<file path="config.mk">
export PLATFORM = sky130hd
export DESIGN_NAME = writeback_scheduler
export DESIGN_NICKNAME = d
export VERILOG_FILES = /design/src/rtl/writeback_scheduler_pkg.sv /design/src/rtl/writeback_scheduler_match.sv /design/src/rtl/writeback_scheduler.sv
export SDC_FILE = /design/constraint.sdc
export NUM_CORES = 1
export LEC_CHECK = 0
export CORE_MARGIN = 5
export CORE_UTILIZATION = 45
export DETAILED_ROUTE_END_ITERATION = 10
export PLACE_DENSITY = 0.73
export REMOVE_ABC_BUFFERS = 1
export SYNTH_ARGS = -nofsm -noshare
export SYNTH_HDL_FRONTEND = slang
export SYNTH_HIERARCHICAL = 1
export SYNTH_SLANG_ARGS = --single-unit
</file>
<file path="constraint.sdc">
create_clock -name clk -period 2.2 [get_ports clk]
set_clock_uncertainty 0.1 [all_clocks]
set_input_delay 0.44 -clock clk [delete_from_list [all_inputs] [get_ports clk]]
set_output_delay 0.44 -clock clk [all_outputs]
set_load 0.02 [all_outputs]
</file>
<file path="src/rtl/writeback_scheduler_pkg.sv">
// Shared write-port encodings and the booking-slot record used by the
// writeback scheduler and its query matcher.
package constant;

  localparam logic [1:0] RW_NONE = 2'b00;
  localparam logic [1:0] RW_GPR  = 2'b01;
  localparam logic [1:0] RW_FPR  = 2'b10;

  typedef struct packed {
    logic       valid;
    logic [1:0] rw;
    logic [4:0] rd;
  } wb_slot_t;

  // GPR r0 is hard-wired and 2'b11 is not a legal port code, so neither books a slot.
  function automatic logic is_real_write(input logic [1:0] rw, input logic [4:0] rd);
    return (rw == RW_FPR) || ((rw == RW_GPR) && (rd != 5'd0));
  endfunction

endpackage

</file>
<file path="src/rtl/writeback_scheduler_match.sv">
// Compares one {fpr_bit, index} register query against every booked slot
// and reports whether any outstanding write targets that register.
module wb_slot_match
  import constant::*;
#(
  parameter int DEPTH = 8
) (
  input  wb_slot_t [DEPTH-1:0] slots,
  input  logic [5:0]           query,
  output logic                 hit
);

  // GPR r0 is never pending, even though no slot should ever hold it.
  always_comb begin
    hit = 1'b0;
    for (int i = 0; i < DEPTH; i++) begin
      if (slots[i].valid && ({slots[i].rw == RW_FPR, slots[i].rd} == query) && (query != 6'd0))
        hit = 1'b1;
    end
  end

endmodule

</file>
<file path="src/rtl/writeback_scheduler.sv">
// Books a writeback slot per issued instruction, shifts the slots toward
// retirement each cycle and drives the registered register-file write port.
module writeback_scheduler
  import constant::*;
#(
  parameter int DEPTH = 8
) (
  input  logic        clk,
  input  logic        rstn,
  input  logic        issue_valid,
  input  logic [1:0]  issue_rw,
  input  logic [4:0]  issue_rd,
  input  logic [4:0]  issue_wait,
  output logic        issue_ready,
  input  logic [31:0] res_data,
  input  logic [5:0]  q_rs,
  input  logic [5:0]  q_rt,
  output logic        pend_rs,
  output logic        pend_rt,
  output logic [1:0]  wb_rw,
  output logic [4:0]  wb_rd,
  output logic [31:0] wb_data
);

  localparam int MAX_WAIT = DEPTH - 2;

  wb_slot_t [DEPTH-1:0] slots;
  wb_slot_t [DEPTH-1:0] slots_next;
  logic [4:0]           eff_wait;
  logic                 real_write;
  logic                 target_busy;
  logic                 book;

  always_comb begin
    eff_wait = issue_wait;
    if (int'(issue_wait) > MAX_WAIT)
      eff_wait = 5'(MAX_WAIT);
  end

  assign real_write = is_real_write(issue_rw, issue_rd);

  // The booked entry lands in slot E after this edge, which is whatever sits in slot E+1 now.
  always_comb begin
    target_busy = 1'b0;
    for (int i = 1; i < DEPTH; i++) begin
      if (i == int'(eff_wait) + 1)
        target_busy = slots[i].valid;
    end
  end

  assign issue_ready = !issue_valid || !real_write || !target_busy;
  assign book        = issue_valid && real_write && !target_busy;

  always_comb begin
    for (int i = 0; i < DEPTH - 1; i++)
      slots_next[i] = slots[i+1];
    slots_next[DEPTH-1] = '0;
    if (book) begin
      for (int i = 0; i < DEPTH; i++) begin
        if (i == int'(eff_wait)) begin
          slots_next[i].valid = 1'b1;
          slots_next[i].rw    = issue_rw;
          slots_next[i].rd    = issue_rd;
        end
      end
    end
  end

  always_ff @(posedge clk or negedge rstn) begin
    if (!rstn)
      slots <= '0;
    else
      slots <= slots_next;
  end

  // Idle cycles only drop the enable; rd/data keep their last value for decode forwarding.
  always_ff @(posedge clk or negedge rstn) begin
    if (!rstn) begin
      wb_rw   <= RW_NONE;
      wb_rd   <= 5'd0;
      wb_data <= 32'd0;
    end else if (slots[0].valid) begin
      wb_rw   <= slots[0].rw;
      wb_rd   <= slots[0].rd;
      wb_data <= res_data;
    end else begin
      wb_rw   <= RW_NONE;
    end
  end

  wb_slot_match #(.DEPTH(DEPTH)) u_match_rs (
    .slots (slots),
    .query (q_rs),
    .hit   (pend_rs)
  );

  wb_slot_match #(.DEPTH(DEPTH)) u_match_rt (
    .slots (slots),
    .query (q_rt),
    .hit   (pend_rt)
  );

endmodule

</file>
==> metrics.md <==
| Metric | Value |
|---|---|
| Fmax | 0.392 GHz |
| Critical path destination | pend_rt |
| Yosys top cell by area | dfrtp_1 |
| Clock period minus worst slack | 2.55 ns |
| Setup slack, reg-to-reg | 0.09 ns |
| Cts bufs inserted | 9 |
| Pwr/cell area | 660 mW/mm² |
| Final slew viol count | 0 |
| Chip Height | 118 µm |
| Vias per cell | 5.19 |
| WL/cell | 18.9 µm |
| First-pass detailed-route iteration total | 4 |
| Critical Path Start Type | input pin |
| Reg2Reg Depth | 7 |
| Clk sink count | 103 |
| Die area | 0.0140 mm² |
| Setup CP Type | input pin to output pin |
| Crit. End Element | output pin |
| # rows | 39 |
| Routability cong. | 0.934 |
| Clock transition at the registers of the reported paths | 0.07 ns |
| Share of post-route cells with drive strength above 1 | 0.449 |
| Register bit total from synthesis | 103 |
| Sequential share of the synthesized area | 0.487 |
| Nets@finish | 655 |
| Port bufs | 100 |
| Worst R2R End | slots[21] |
| H-tree level count | 3 |
| Pre-CTS WS | -1.04 ns |
| Core area | 0.0115 mm² |
| Largest net degree at the start of global routing | 39 |
| Outcome | complete, but fails checks |
| # setup viols final | 3 |
| Via count | 3859 |
| Maxcap violations | 0 |
| DR iter-0 viols | 191 |
| Failing checks | setup timing |
| Routed wire length | 14100 µm |
| CTS max path bufs | 2 |
| Diode count | 0 |
| Crit. Startpoint | q_rt[2] |
| CTS tree | yes |
| R2R Path Start | slots[15] |
| Layout area overhead | 46.4% |
| VDD IR max | 0.000427 V |
| GRT Total Usage | 0.199 |
| Grt total ovfl | 0 |
| Root Buffer | clkbuf_16 |
| Vias in the first global route | 4278 |
| Initial core utilization | 0.461 |
| Boundary pin count | 101 |
| Unrepaired setup endpoints after global routing | yes |
| Worst skew pair latency | 0.35 ns |
| Placed cells | 706 |
| Die W | 118 µm |
| Initial antenna violation count | 0 |
| First-pass GRT wire length | 22400 µm |
| Yosys top cell area share | 0.487 |
| CP Data Required Time | 1.66 ns |
| Power, Total | 5.11 mW |
| Synth Instances | 409 |
| Ranking of synthesized cells by area | dfrtp_1 49%, mux2_2 18%, xnor2_1 11% |
| Final Hold Vio Count | 0 |
| Fin crit share | 1.16 |
| Residual DRC | 0 |
| Yosys cell types | 41 |
| Post-DP HPWL | 9920 µm |
| Max FO, Critical Path | 7 |
| Synth Cell Area | 0.00529 mm² |
| Routed Antenna Nets | 0 |
| HP Class | flip-flop to flip-flop |
| Average cell area after synthesis | 12.9 µm² |
| Worst EP arrival | 2.01 ns |
| LEAKAGE | 3.24 nW |
| Setup WS post-layout | -0.353 ns |
| Synth warnings | 6 |
| Non-Filler Instances | 744 |
## kinds of logic after synthesis
group                  after synthesis  share of synthesized area
flip-flops                         103                      0.487
AND/OR/NAND/NOR                     90                      0.115
other                                1                   0.000709
AO/OA/AOI/OAI                       11                     0.0204
multiplexers                        86                      0.183
XOR/XNOR                            97                      0.161
buffers and inverters               21                     0.0324
## metrics by stage
step	hold WS [ns]	setup TNS, ns	instance area (µm²)	util
finish	0.386	-0.703	7740	0.675
floorplan	0.0444	-4.32	5150	-
global placement	0.332	-34.33	6910	0.603
global route	0.410	-0.891	7740	0.675
detailed placement	0.342	-37.03	6910	0.603
CTS	0.386	-0.611	7590	0.662
## critical path, stage by stage
cell and delay, ns:
buf_2 0.12, buf_12 0.13, buf_4 0.14, xnor2_1 0.19, nand4_1 0.17, nor4_2 0.34
nor4_2 0.11, a21oi_2 0.20, buf_4 0.17
## synth_stat cells, drive strengths merged
master and count:
dfrtp 103, mux2 85, xnor2 64, xor2 33, nand2b 21, nor4 20
nand4 17, buf 16, nand2 7, nor2 6, or2 4, a21oi 3
clkbuf 3, nor3 3, nor4b 3, and2 2, inv 2, nand3 2
o21ai 2, or4 2, a211o 1, a21o 1, a221o 1, a311o 1
a32oi 1, conb 1, mux2i 1, nand3b 1, nor2b 1, o311ai 1
or4b 1
## state kept, by name, indices dropped and copies added, names as in the netlist
register,flops
wb_rd,5
wb_rw,2
wb_data,32
slots,64
## cells in the final DEF, fill, tap and decap left out, types with 16 or more instances in the layout
master	count
xnor2_2	18
xor2_1	33
dfrtp_1	103
nand4_1	16
xnor2_1	46
buf_4	71
mux2_2	81
clkdlybuf4s50_1	74
nand2b_1	21
## area by class of cell
class	instances	area (µm²)
Fill cell	793	3730
Multi-Input combinational cell	292	2940
Sequential cell	103	2580
Timing Repair Buffer	188	1740
Clock buffer	10	239
Tap cell	143	179
Clock inverter	6	53.8
Inverter	2	7.51
## layer usage
metal	vias to the layer above	global-route usage	routed length [µm]
li1	1793	-	-
met1	1940	0.246	5750
met2	104	0.344	7470
met3	22	0.0339	547
met4	0	0.0850	327
met5	-	0	0
## how the worst min path moves through the flow
stage | from | end | slack [ns] | depth (start not counted)
2_1_floorplan | rstn | slots[0] | 0.04 | 0
3_3_place_gp | rstn | wb_data[0] | 0.33 | 1
3_5_place_dp | rstn | wb_data[0] | 0.34 | 1
4_1_cts | issue_rd[1] | slots[49] | 0.39 | 3
5_1_grt | issue_rd[1] | slots[41] | 0.41 | 3
6_report | slots[31] | slots[23] | 0.39 | 1
## power breakdown
part           internal [mW]  leakage [nW]  switching [mW]  total (mW)
clock                  0.819         0.146           0.750        1.57
sequential              2.07          1.20           0.138        2.21
combinational          0.720          1.89           0.605        1.33
total                   3.61          3.24            1.49        5.11
## repair_timing
item	in CTS	in global routing
hold buffers	1	0
gates cloned	2	0
setup buffers	18	2
endpoints found under the setup margin	58	17
hold endpoints to repair	34	0
resized for setup	125	30
pin swaps	29	13
Power figures use the tool's default switching activity.
